$ cat config.mk
export PLATFORM = sky130hd
export DESIGN_NAME = hpm_share_arb
export DESIGN_NICKNAME = d
export VERILOG_FILES = /design/src/rtl/hpm_share_arb.sv
export SDC_FILE = /design/constraint.sdc
export NUM_CORES = 1
export LEC_CHECK = 0
export ABC_AREA = 1
export CORE_ASPECT_RATIO = 1.5
export CORE_MARGIN = 8
export CORE_UTILIZATION = 45
export CTS_CLUSTER_SIZE = 30
export DETAILED_ROUTE_END_ITERATION = 7
export DONT_BUFFER_PORTS = 1
export PLACE_DENSITY = 0.62
export SLEW_MARGIN = 25
export SYNTH_ARGS = -nofsm -noshare
export SYNTH_HDL_FRONTEND = slang
export SYNTH_SLANG_ARGS = --single-unit
$ cat constraint.sdc
create_clock -name clk -period 1.9 [get_ports clk]
set_input_delay 0.38 -clock clk [delete_from_list [all_inputs] [get_ports clk]]
set_output_delay 0.38 -clock clk [all_outputs]
set_load 0.03 [all_outputs]
$ cat src/rtl/hpm_share_arb.sv
// Round-robin share of one fixed-latency half-precision multiplier between two
// requesters. Each requester has a response FIFO. Issue is gated by per-requester
// credits, so a result coming out of the pipeline always has a free FIFO slot.
module hpm_share_arb #(
  parameter int LAT   = 2,
  parameter int DEPTH = 2
) (
  input  logic        clk,
  input  logic        rst_n,
  input  logic        req0_valid,
  output logic        req0_ready,
  input  logic [15:0] req0_a,
  input  logic [15:0] req0_b,
  input  logic        req1_valid,
  output logic        req1_ready,
  input  logic [15:0] req1_a,
  input  logic [15:0] req1_b,
  output logic        mul_valid,
  output logic [15:0] mul_a,
  output logic [15:0] mul_b,
  input  logic [15:0] mul_res,
  output logic        rsp0_valid,
  input  logic        rsp0_ready,
  output logic [15:0] rsp0_data,
  output logic        rsp1_valid,
  input  logic        rsp1_ready,
  output logic [15:0] rsp1_data,
  output logic        busy
);

  localparam int CW = $clog2(DEPTH + 1);
  localparam int PW = (DEPTH > 1) ? $clog2(DEPTH) : 1;
  localparam logic [CW-1:0] CRED_MAX = CW'(DEPTH);
  localparam logic [PW-1:0] PTR_LAST = PW'(DEPTH - 1);

  // run holds ready low while reset is asserted and for the first edge after
  // release, so the grant never reaches the ports during reset.
  logic           run;
  logic           last_gnt;   // 1: requester 1 was granted most recently
  logic           mul_tag;
  logic [LAT-1:0] dl_v;
  logic [LAT-1:0] dl_t;
  logic [CW-1:0]  in_flight [2];
  logic [CW-1:0]  occ [2];
  logic [PW-1:0]  wr_ptr [2];
  logic [PW-1:0]  rd_ptr [2];
  logic [15:0]    mem [2][DEPTH];
  logic [1:0]     elig;
  logic [1:0]     gnt;
  logic [1:0]     push;
  logic [1:0]     pop;
  logic [1:0]     has_data;
  logic           accept;

  function automatic logic [PW-1:0] ptr_next(input logic [PW-1:0] p);
    return (p == PTR_LAST) ? '0 : p + 1'b1;
  endfunction

  // Credit check and round-robin grant; credits freed by a pop count only next cycle.
  always_comb begin
    elig    = '0;
    gnt     = '0;
    elig[0] = run & req0_valid & ((in_flight[0] + occ[0]) < CRED_MAX);
    elig[1] = run & req1_valid & ((in_flight[1] + occ[1]) < CRED_MAX);
    gnt[0]  = elig[0] & (~elig[1] | last_gnt);
    gnt[1]  = elig[1] & (~elig[0] | ~last_gnt);
  end

  assign accept     = |gnt;
  assign req0_ready = gnt[0];
  assign req1_ready = gnt[1];

  // Completion and pop decode from the end of the delay line and the FIFO state.
  always_comb begin
    push        = '0;
    has_data    = '0;
    push[0]     = dl_v[LAT-1] & ~dl_t[LAT-1];
    push[1]     = dl_v[LAT-1] &  dl_t[LAT-1];
    has_data[0] = (occ[0] != '0);
    has_data[1] = (occ[1] != '0);
    pop         = has_data & {rsp1_ready, rsp0_ready};
  end

  // Registered issue to the multiplier and round-robin pointer update.
  always_ff @(posedge clk or negedge rst_n) begin
    if (!rst_n) begin
      run       <= 1'b0;
      last_gnt  <= 1'b1;
      mul_valid <= 1'b0;
      mul_a     <= '0;
      mul_b     <= '0;
      mul_tag   <= 1'b0;
    end else begin
      run       <= 1'b1;
      mul_valid <= accept;
      if (accept) begin
        mul_a    <= gnt[1] ? req1_a : req0_a;
        mul_b    <= gnt[1] ? req1_b : req0_b;
        mul_tag  <= gnt[1];
        last_gnt <= gnt[1];
      end
    end
  end

  // Tag/valid delay line matched to the multiplier latency.
  always_ff @(posedge clk or negedge rst_n) begin
    if (!rst_n) begin
      dl_v <= '0;
      dl_t <= '0;
    end else begin
      dl_v[0] <= mul_valid;
      dl_t[0] <= mul_tag;
      for (int k = 1; k < LAT; k++) begin
        dl_v[k] <= dl_v[k-1];
        dl_t[k] <= dl_t[k-1];
      end
    end
  end

  // Per-requester in-flight counters, occupancy and response FIFO storage.
  always_ff @(posedge clk or negedge rst_n) begin
    if (!rst_n) begin
      for (int i = 0; i < 2; i++) begin
        in_flight[i] <= '0;
        occ[i]       <= '0;
        wr_ptr[i]    <= '0;
        rd_ptr[i]    <= '0;
        for (int k = 0; k < DEPTH; k++) mem[i][k] <= '0;
      end
    end else begin
      for (int i = 0; i < 2; i++) begin
        case ({gnt[i], push[i]})
          2'b10:   in_flight[i] <= in_flight[i] + 1'b1;
          2'b01:   in_flight[i] <= in_flight[i] - 1'b1;
          default: in_flight[i] <= in_flight[i];
        endcase
        case ({push[i], pop[i]})
          2'b10:   occ[i] <= occ[i] + 1'b1;
          2'b01:   occ[i] <= occ[i] - 1'b1;
          default: occ[i] <= occ[i];
        endcase
        if (push[i]) begin
          mem[i][wr_ptr[i]] <= mul_res;
          wr_ptr[i]         <= ptr_next(wr_ptr[i]);
        end
        if (pop[i]) rd_ptr[i] <= ptr_next(rd_ptr[i]);
      end
    end
  end

  assign rsp0_valid = has_data[0];
  assign rsp1_valid = has_data[1];
  assign rsp0_data  = mem[0][rd_ptr[0]];
  assign rsp1_data  = mem[1][rd_ptr[1]];
  assign busy       = mul_valid | (|dl_v) | (|has_data);

endmodule
==> results of run 1 <==
worst max-delay path by stage:
stage	slack [ps]	to	depth (start not counted)	from
2_1_floorplan	40	in_flight[3]$_DFFE_PN0P_	12	occ[3]$_DFFE_PN0P_
3_3_place_gp	120	in_flight[3]$_DFFE_PN0P_	12	occ[3]$_DFFE_PN0P_
3_5_place_dp	20	in_flight[3]$_DFFE_PN0P_	12	occ[3]$_DFFE_PN0P_
4_1_cts	-100	req1_ready	8	occ[3]$_DFFE_PN0P_
5_1_grt	-140	req1_ready	8	occ[1]$_DFFE_PN0P_
6_report	-70	req1_ready	8	occ[1]$_DFFE_PN0P_
cell type report:
class                      instances  area share
sequential                       116       0.478
tap                              150      0.0309
multi-input combinational        418       0.335
clock buffer                      20      0.0769
inverter                          35      0.0225
timing repair buffer              31      0.0390
clock inverter                    12      0.0173
routing by layer:
metal | global-route usage | up-vias
met2 | 0.288 | 182
met5 | 0 | -
met4 | 0.0945 | 0
met3 | 0.0597 | 24
li1 | - | 1971
met1 | 0.217 | 1910
timing repair:
action	CTS	global route
resized for setup	11	13
pin swaps	3	5
buffers inserted	5	3
endpoints found under the setup margin	19	7
hold endpoints to repair	116	116
flip-flops by register name, summed over array words and instances (netlist names):
name       count
occ            4
run            1
mul_valid      1
dl_v           2
in_flight      4
mul_tag        1
last_gnt       1
mem           64
wr_ptr         2
dl_t           2
rd_ptr         2
mul_b         16
mul_a         16
cells by family (layout without fill, tap and decap cells):
| group | count (synthesis) | after routing |
|---|---|---|
| adder cells (fa/ha/maj) | 4 | 4 |
| XOR/XNOR | 10 | 10 |
| other | 1 | 1 |
| AND/OR/NAND/NOR | 330 | 330 |
| buffers and inverters | 70 | 98 |
| flip-flops | 116 | 116 |
| AO/OA/AOI/OAI | 73 | 73 |
stage by stage:
stage | cells | power, mW
finish | 782 | 13.6
global route | 782 | 14.6
CTS | 779 | 13.6
detailed placement | 743 | 10.4
global placement | 743 | 10.2
floorplan | 604 | 9.17
cell usage in the layout (no fill, tap or decap), drive strengths merged:
cell,count
nand2,220
dfrtp,115
nand3,99
o21ai,69
inv,33
buf,31
clkbuf,20
clkinv,7
clkinvlp,6
xor2,6
nor2,6
a21oi,4
xnor2,4
ha,4
nand3b,2
or2,2
nor3,1
bufinv,1
dfstp,1
conb,1
power groups by stage:
stage	sequential, mW	combinational (mW)	clock [mW]
floorplan	5.06	4.11	0
finish	5.29	5.32	3.03
CTS	5.26	5.23	3.09
global route	5.44	5.94	3.21
global placement	5.27	4.91	0
detailed placement	5.28	5.08	0
==> impl_results.md, run 1 <==
* Top delay family on crit path: simple AND/OR/NAND/NOR gates
* Post-synth top area share at 0.557
* CP peak stage delay at 430 ps
* Mapped Area at 5170 um^2
* Routed vias at 4087
* CP Cell Sequence: inv_2, nand2_4, nand2_4, nand2_4, nand2_4, nor2_8, nand2_8, clkinvlp_4
* Final period util at 1.04
* Worst-case clock skew at 5.53 ps
* Simple logic cell fraction of the synthesized area at 0.279
* VDD IR max at 1070 uV
* FF+latch area at between 2000 and 3000 um^2
* Clock Power Share at 0.222
* IO Count at between 150 and 200
* WL met2 at 6650 um
* Die area at 15200 um^2
* Row count at 48
* Ys async rst share at 1.00
* Post-route DRC violation count at 0
* PwrDens at 2250 nW/um^2
* Compound-Gate Fraction of Synth Area at 0.0707
* Comb pwr share at 0.390
* Arrival time of the worst setup path at 1590 ps
* Routed len/inst at 17.4 um
* Synth area leader: dfrtp_1
* CTS tree: done
* Footprint of the multi-input gates at roughly 2000 um^2
* Clk_lat worst skew at roughly 410 ps
* CTS Buf Count at 17
* Die Wd at 103 um
* Drt total wl at approximately 14000 um
* Final Hold Vio Count at ~120
* Max-Cap Viols at 0
* Slew margin rel. at 0.628
* Synth-to-layout area growth at 17.5%
* Status: finished with violations
* I/O Buffers at 0
* Initial DRC count at 172
* Max Used Layer: met4
* Post-Syn Instances at between 600 and 700
* Fraction of layout instances using a drive strength above 1 at 0.147
* Distinct cells, synth at 29
* H-tree depth at 4
* Final antenna-violating net count at 0
* EDFF count, synth at 0
* Syn avg cell area at 8.55 um^2
* Ys flop type: dfrtp_1
* Mapped Nets at 694
* Sequential Power Share at 0.388
* Critical path data required time at 1520 ps
* Antenna violations before repair at 0
* Failing checks: negative hold slack, negative setup slack
* Leakage at 3.04 nW
* # setup viols final at 2
* Adder-Cell Fraction of Synth Area at 0.00969
* Internal at roughly 7.3 mW
* XOR/XNOR Fraction of Synth Area at 0.0170
* Reg2reg path depth at 12
* Flop2flop setup slack at 20 ps
* CP dominant cell by count: nand2_4
* Hold_ws at -336 ps
* Reg clk slew, reported paths at about 60 ps
* Sw Pwr at approximately 6.3 mW
* DR WL met3 at about 1100 um
* Synth cell count leaders: 214 x nand2_1, 115 x dfrtp_1, 98 x nand3_1
* Min Tclk post-route at 1970 ps
* Dpl cell area at 5360 um^2
* Synthesis-stage register bit count at 116
* CP Class: reg -> out
* Total core area at 11400 um^2
* First-pass GRT wire length at 21300 um
* DP Worst Slack at 22.9 ps
* Largest net degree at the start of global routing at 117
* Fin area at just over 6000 um^2
* Net Sw Frac at 0.465
* Drt first pass iters at 4
* Most frequent cell after synthesis: nand2_1
* Nets at 709
* Fin util at 0.535
* Die Y at 147 um
* Hpwl dp at 9240 um
* FILL cells at 1039
* Mux share of post-synthesis cell area at 0
* Vias in the first global route at roughly 4300
* # diodes at 0
* R2r endpoint: in_flight[3]$_DFFE_PN0P_
* GPL Wtd Cong at roughly 0.8
* Metal-1 WL at 5450 um
* Worst r2r src: in_flight[1]$_DFFE_PN0P_
* Starting Density at 0.455
* Synth Warn # at 0
* Tightest Hold Check Type: in -> async
* Seq/Total Area, Yosys at 0.562
* Final critical-path setup slack at -66.9 ps
* Clock sink count at roughly 120
* Worst setup EP type: output port
* Largest family of logic cells by synthesized area: simple AND/OR/NAND/NOR gates
* Slew at the pin closest to its max-slew limit at 557 ps
* Slowest CP cell: dfrtp_1
* Total negative slack at -121 ps
* GR Overflow Total at 0
* RSZ-0062 raised after global routing: true
* Max-slew violations at 0
* Gr usage total at 0.184
* Critical path buffers and inverters at 2
* CTS root buf: clkbuf_16
* CP Max Fanout at 4
* Startpoint types: flip-flop
* Vias per cell at about 5.2
* FMAX at 0.508 GHz
* Max clock buf depth at 2
* Area contributors post-synth: dfrtp_1 56%, nand2_1 16%, nand3_1 9.5%, o21ai_0 4.7%, inv_1 2.0%
No activity file was read; power rests on OpenSTA's default activity.
==> inputs of run 2 (changes only) <==
Settings changed: CORE_ASPECT_RATIO 1.5 to not set, HOLD_SLACK_MARGIN set to 0.15, PLACE_DENSITY 0.62 to not set.
==> impl_results.md, run 2 (same netlist as run 1, synthesis figures left out) <==
* Drt total wl at 14400 um
* Tightest Hold Check Type: in -> async
* Max reg flops at 64
* Worst r2r src: occ[1]$_DFFE_PN0P_
* Largest Register: mem
* Die area at roughly 15000 um^2
* Startpoint types: flip-flop
* Total core area at 11300 um^2
* Top flop regs: mem: 64 flops, mul_a: 16 flops, mul_b: 16 flops
* H-tree depth at 4
* Arrival time of the worst setup path at 1570 ps
* Hold_ws at -327 ps
* Min Tclk post-route at 1950 ps
* Routed vias at 4453
* I/O Buffers at 0
* Final period util at 1.03
* First-pass GRT wire length at 22800 um
* VDD IR max at 1010 uV
* CP Max Fanout at 4
* Reg clk slew, reported paths at 50 ps
* Die Y at 123 um
* Row count at 39
* Final critical-path setup slack at -53.6 ps
* Die Wd at 123 um
* Largest net degree at the start of global routing at about 120
* Reg2reg path depth at 11
* Vias in the first global route at 4511
* Synth-to-layout area growth at 29.0%
* Initial DRC count at 321
* Fin util at 0.589
* Critical path data required time at 1520 ps
* Final antenna-violating net count at 0
* Nets at 766
* Drt first pass iters at 5
* Starting Density at 0.456
* Max-slew violations at 0
* Hpwl dp at 8780 um
* CP Class: reg -> out
* Most frequent cells in the layout: 207 x nand2_1, 115 x dfrtp_1, 98 x nand3_1
* Fraction of layout instances using a drive strength above 1 at 0.131
* FF+latch area at approximately 2900 um^2
* CTS tree: done
* Failing checks: negative hold slack, negative setup slack
* Leakage at approximately 3.3 nW
* Post-route DRC violation count at 0
* Max clock buf depth at 2
* IO Count at 156
* Vias per cell at 5.34
* Worst setup EP type: output port
* Clk_lat worst skew at 400 ps
* RSZ-0062 raised after global routing: true
* CTS Buf Count at 17
* Footprint of the multi-input gates at 2020 um^2
* Clock sink count at around 120
* Crit. Startpoint: occ[3]$_DFFE_PN0P_
* DP Worst Slack at between 60 and 70 ps
* Antenna violations before repair at 1
* Commonest non-fill, non-tap cell in the layout: nand2_1
* GPL Wtd Cong at between 0.7 and 0.8
* FMAX at 0.512 GHz
* Crit path capture: req1_ready
* # setup viols final at 2
* GR Overflow Total at 0
* CTS root buf: clkbuf_16
* Routed len/inst at between 15 and 20 um
* Gr usage total at 0.193
* R2r endpoint: in_flight[1]$_DFFE_PN0P_
* Worst-case clock skew at 6.04 ps
* FILL cells at just under 1000
* Status: finished with violations
* PwrDens at 2070 nW/um^2
* Max-Cap Viols at 0
* Flop2flop setup slack at 90 ps
* Final Hold Vio Count at 116
==> run 2: changes by cell type in the layout (fill, tap and decap cells not counted), moves of 2 or more <==
cell	previous run	this run
diode_2	0	2
buf_4	30	23
clkinv_2	5	7
nand2_4	5	2
clkbuf_1	0	3
buf_12	0	2
dlygate4sd3_1	0	61
nand2_1	209	207
clkinvlp_4	6	4
nand2_2	5	11
==> run 2: layout make-up <==
type | instances | share of cell area
flip-flops and latches | 116 | 0.436
multi-input cells | 418 | 0.303
repair buffers | 88 | 0.127
clock buffers | 22 | 0.0696
well taps | 143 | 0.0268
inverters | 35 | 0.0210
clock inverters | 10 | 0.0161
diodes | 2 | 0.000751
==> run 2: critical path: stages, from the launching register on <==
cell,delay (ps)
dfrtp_1,410
inv_2,90
nand2_2,50
nand2_1,70
nand2_1,80
nand2_2,110
nand3_4,90
nand2_4,90
clkinvlp_4,180
==> run 2: worst min-delay path by stage <==
stage | startpoint | end | slack (ps) | cells past startpoint
CTS | rst_n | mul_b[8]$_DFFE_PN0P_ | -350 | 0
global placement | rst_n | mem[34]$_DFFE_PN0P_ | 90 | 0
floorplan | rst_n | dl_t[0]$_DFF_PN0_ | 80 | 0
detailed placement | rst_n | mem[34]$_DFFE_PN0P_ | 90 | 0
finish | rst_n | mem[49]$_DFFE_PN0P_ | -330 | 0
global route | rst_n | mem[49]$_DFFE_PN0P_ | -350 | 0
==> run 2: timing repair <==
action                                 CTS  global route
pin swaps                                4             5
setup endpoints to repair               11            21
resized for setup                       11            15
buffers inserted                         0             9
endpoints found under the hold margin  147           117
hold buffers                            60             1
==> run 2: metal layers <==
| layer | vias up | routed length (um) | global-route usage |
|---|---|---|---|
| met5 | - | 13 | 0 |
| met4 | 2 | 263 | 0.0737 |
| met3 | 30 | 1450 | 0.0790 |
| met2 | 229 | 6920 | 0.300 |
| met1 | 2093 | 5730 | 0.236 |
| li1 | 2099 | - | - |
==> run 2: power breakdown <==
group / leakage [nW] / switching, mW / internal [mW]
sequential: 1.40 / 1.57 / 3.75
clock: 0.276 / 1.07 / 1.98
combinational: 1.61 / 3.71 / 1.74
total: 3.28 / 6.35 / 7.46
==> run 2: per-stage QoR <==
step | total power, mW | TNS [ps] | cells | cell area (um^2) | hold WS, ps
after floorplan | 9.17 | 0 | 604 | 5170 | 84.4
final | 13.8 | -97.9 | 834 | 6670 | -327
after global routing | 14.8 | -277 | 832 | 6660 | -348
after CTS | 13.6 | -107 | 822 | 6530 | -345
after detailed placement | 10.3 | 0 | 730 | 5330 | 88.1
after global placement | 10.2 | 0 | 730 | 5330 | 89.3
==> inputs of run 3 (changes only) <==
--- a/config.mk
+++ b/config.mk
@@ -7,4 +7,3 @@
 export LEC_CHECK = 0
-export ABC_AREA = 1
-export CORE_MARGIN = 8
+export ABC_AREA = 0
 export CORE_UTILIZATION = 45
==> constraint.sdc (replaced) <==
create_clock -name clk -period 1.9 [get_ports clk]
set_input_delay 0.285 -clock clk [delete_from_list [all_inputs] [get_ports clk]]
set_output_delay 0.285 -clock clk [all_outputs]
set_load 0.03 [all_outputs]
==> impl_results.md, run 3 <==
* Die Wd at 110 um
* Synth Warn # at 0
* Routed vias at 3582
* Ys async rst share at 1.00
* Hpwl dp at 7190 um
* Post-route DRC violation count at 0
* Max-slew violations at 0
* Dpl cell area at 5520 um^2
* Post-Syn Instances at 368
* Slowest CP cell: dfrtp_1
* Flop2flop setup slack at -40 ps
* Seq/Total Area, Yosys at 0.550
* CTS root buf: clkbuf_16
* Worst r2r src: in_flight[1]$_DFFE_PN0P_
* Leakage at 2.96 nW
* Mapped Area at ~5300 um^2
* Critical path data required time at ~1600 ps
* Clk_lat worst skew at 410 ps
* Min Tclk post-route at 2010 ps
* CP Class: reg -> out
* First-pass GRT wire length at 19700 um
* RSZ-0062 raised after global routing: true
* Post-synth top area share at 0.545
* Final period util at 1.06
* Row count at 39
* Max reg flops at 64
* Total core area at 11400 um^2
* Total Power Consumption at 15.5 mW
* Drt total wl at 12600 um
* Worst setup EP type: output port
* CP peak stage delay at 410 ps
* # setup viols final at 4
* Tightest Hold Check Type: in -> async
* Reg2reg path depth at 8
* I/O Buffers at 0
* Fin area at between 7000 and 8000 um^2
* H-tree depth at 4
* Arrival time of the worst setup path at ~1700 ps
* Drt first pass iters at 4
* IO Count at 156
* Top flop regs: mem: 64 flops, mul_a: 16 flops, mul_b: 16 flops
* Synth-to-layout area growth at 34.3%
* Largest net degree at the start of global routing at 117
* Area contributors post-synth: dfrtp_1 54%, mux2_2 20%, o221a_1 6.4%, a221o_1 6.1%, xnor2_1 1.7%
* Ys flop type: dfrtp_1
* Fraction of layout instances using a drive strength above 1 at 0.370
* R2r endpoint: in_flight[1]$_DFFE_PN0P_
* Gr usage total at 0.220
* GPL Wtd Cong at 0.725
* Most frequent cells in the layout: 115 x dfrtp_1, 96 x mux2_2, 83 x dlygate4sd3_1
* CP Cell Sequence: xor2_2, xnor2_2, a311o_2, inv_2, buf_6
* Failing checks: negative hold slack, negative setup slack
* Largest Register: mem
* Final antenna-violating net count at 0
* Total negative slack at -225 ps
* Final critical-path setup slack at -110 ps
* Most frequent cell after synthesis: dfrtp_1
* Distinct cells, synth at 26
* Max clock buf depth at 2
* # diodes at 0
* Initial DRC count at 129
* Hold Buf Count CTS at 83
* Clock sink count at 116
* PwrDens at 2180 nW/um^2
* CTS tree: done
* VDD IR max at 1270 uV
* Fin util at 0.622
* Worst-case clock skew at ~8.4 ps
* FILL cells at a little over 900
* Top delay family on crit path: flip-flops
* Commonest non-fill, non-tap cell in the layout: dfrtp_1
* Nets at 561
* FMAX at a little under 0.5 GHz
* Synthesis-stage register bit count at 116
* Vias per cell at approximately 5.7
* Status: finished with violations
* Syn avg cell area at 14.4 um^2
* Critical path buffers and inverters at 2
* Die area at between 10000 and 15000 um^2
* Antenna violations before repair at 0
* Starting Density at 0.463
* CTS Buf Count at 17
* Synth area leader: dfrtp_1
* Vias in the first global route at 3884
* Final Hold Vio Count at 116
* GR Overflow Total at 0
* Startpoint types: flip-flop
* CP Max Fanout at 2
* Max-Cap Viols at 0
* Synth cell count leaders: 115 x dfrtp_1, 96 x mux2_2, 32 x a221o_1
* EDFF count, synth at 0
* Reg clk slew, reported paths at 60 ps
* Die Y at roughly 110 um
* Hold_ws at -429 ps
* Mapped Nets at 458
* Routed len/inst at 20.0 um
## run 3: changes by cell type after synthesis, sizes merged, moves of 3 or more
| cell | before | now |
|---|---|---|
| inv | 33 | 5 |
| mux2 | 0 | 96 |
| xnor2 | 4 | 12 |
| o21ai | 69 | 3 |
| nand3 | 99 | 0 |
| xor2 | 6 | 9 |
| a21oi | 4 | 0 |
| o221a | 0 | 32 |
| nand2 | 220 | 10 |
| a221o | 0 | 32 |
| and2 | 0 | 4 |
| buf | 19 | 14 |
## run 3: cell families (layout without fill, tap and decap cells)
logic type	Yosys count	after routing	share of synthesized area
multiplexers	96	96	0.205
flip-flops	116	116	0.550
AO/OA/AOI/OAI	70	70	0.140
adder cells (fa/ha/maj)	4	4	0.00947
other	1	1	0.000710
AND/OR/NAND/NOR	25	25	0.0225
XOR/XNOR	21	21	0.0377
buffers and inverters	35	151	0.0355
## run 3: layout make-up
class,instances,area [um^2],area share
inverter,5,18.8,0.00264
multi-input combinational,217,2270,0.319
clock buffer,21,470,0.0663
timing repair buffer,114,1100,0.156
tap,143,179,0.0252
sequential,116,2900,0.409
clock inverter,11,155,0.0219
## run 3: through the flow
stage | setup slack (ps) | cells
floorplan | -35.7 | 368
global placement | -15.1 | 504
detailed placement | -69.3 | 504
CTS | -151 | 626
global route | -181 | 627
finish | -110 | 627
## run 3: how the worst max path moves through the flow
stage                                         from                  endpoint  slack [ps]  cells after the start
final                     in_flight[1]$_DFFE_PN0P_                req1_ready        -110                      5
after global routing            occ[3]$_DFFE_PN0P_                req1_ready        -180                      5
after CTS                       occ[1]$_DFFE_PN0P_                req0_ready        -150                      5
after detailed placement  in_flight[1]$_DFFE_PN0P_      mul_b[3]$_DFFE_PN0P_         -70                      5
after global placement    in_flight[1]$_DFFE_PN0P_      mul_b[3]$_DFFE_PN0P_         -20                      5
after floorplan           in_flight[1]$_DFFE_PN0P_  in_flight[1]$_DFFE_PN0P_         -40                      9
## run 3: timing repair
| item | in CTS | in global routing |
|---|---|---|
| pin swaps | 8 | 9 |
| gates resized for setup | 8 | 9 |
| endpoints found under the setup margin | 32 | 38 |
| hold endpoints to repair | 216 | 116 |
| setup buffers | 7 | 1 |
## run 3: per-layer routing
metal,up-vias,share of wire,GRT usage
li1,1603,-,-
met1,1809,0.41,0.251
met2,150,0.50,0.373
met3,20,0.071,0.0770
met4,0,0.019,0.0949
met5,-,0,0
## run 3: report_power, final
group	leakage (nW)	internal (mW)	switching, mW
combinational	1.31	3.19	3.76
sequential	1.34	3.75	1.42
clock	0.316	2.28	1.08
total	2.96	9.21	6.25
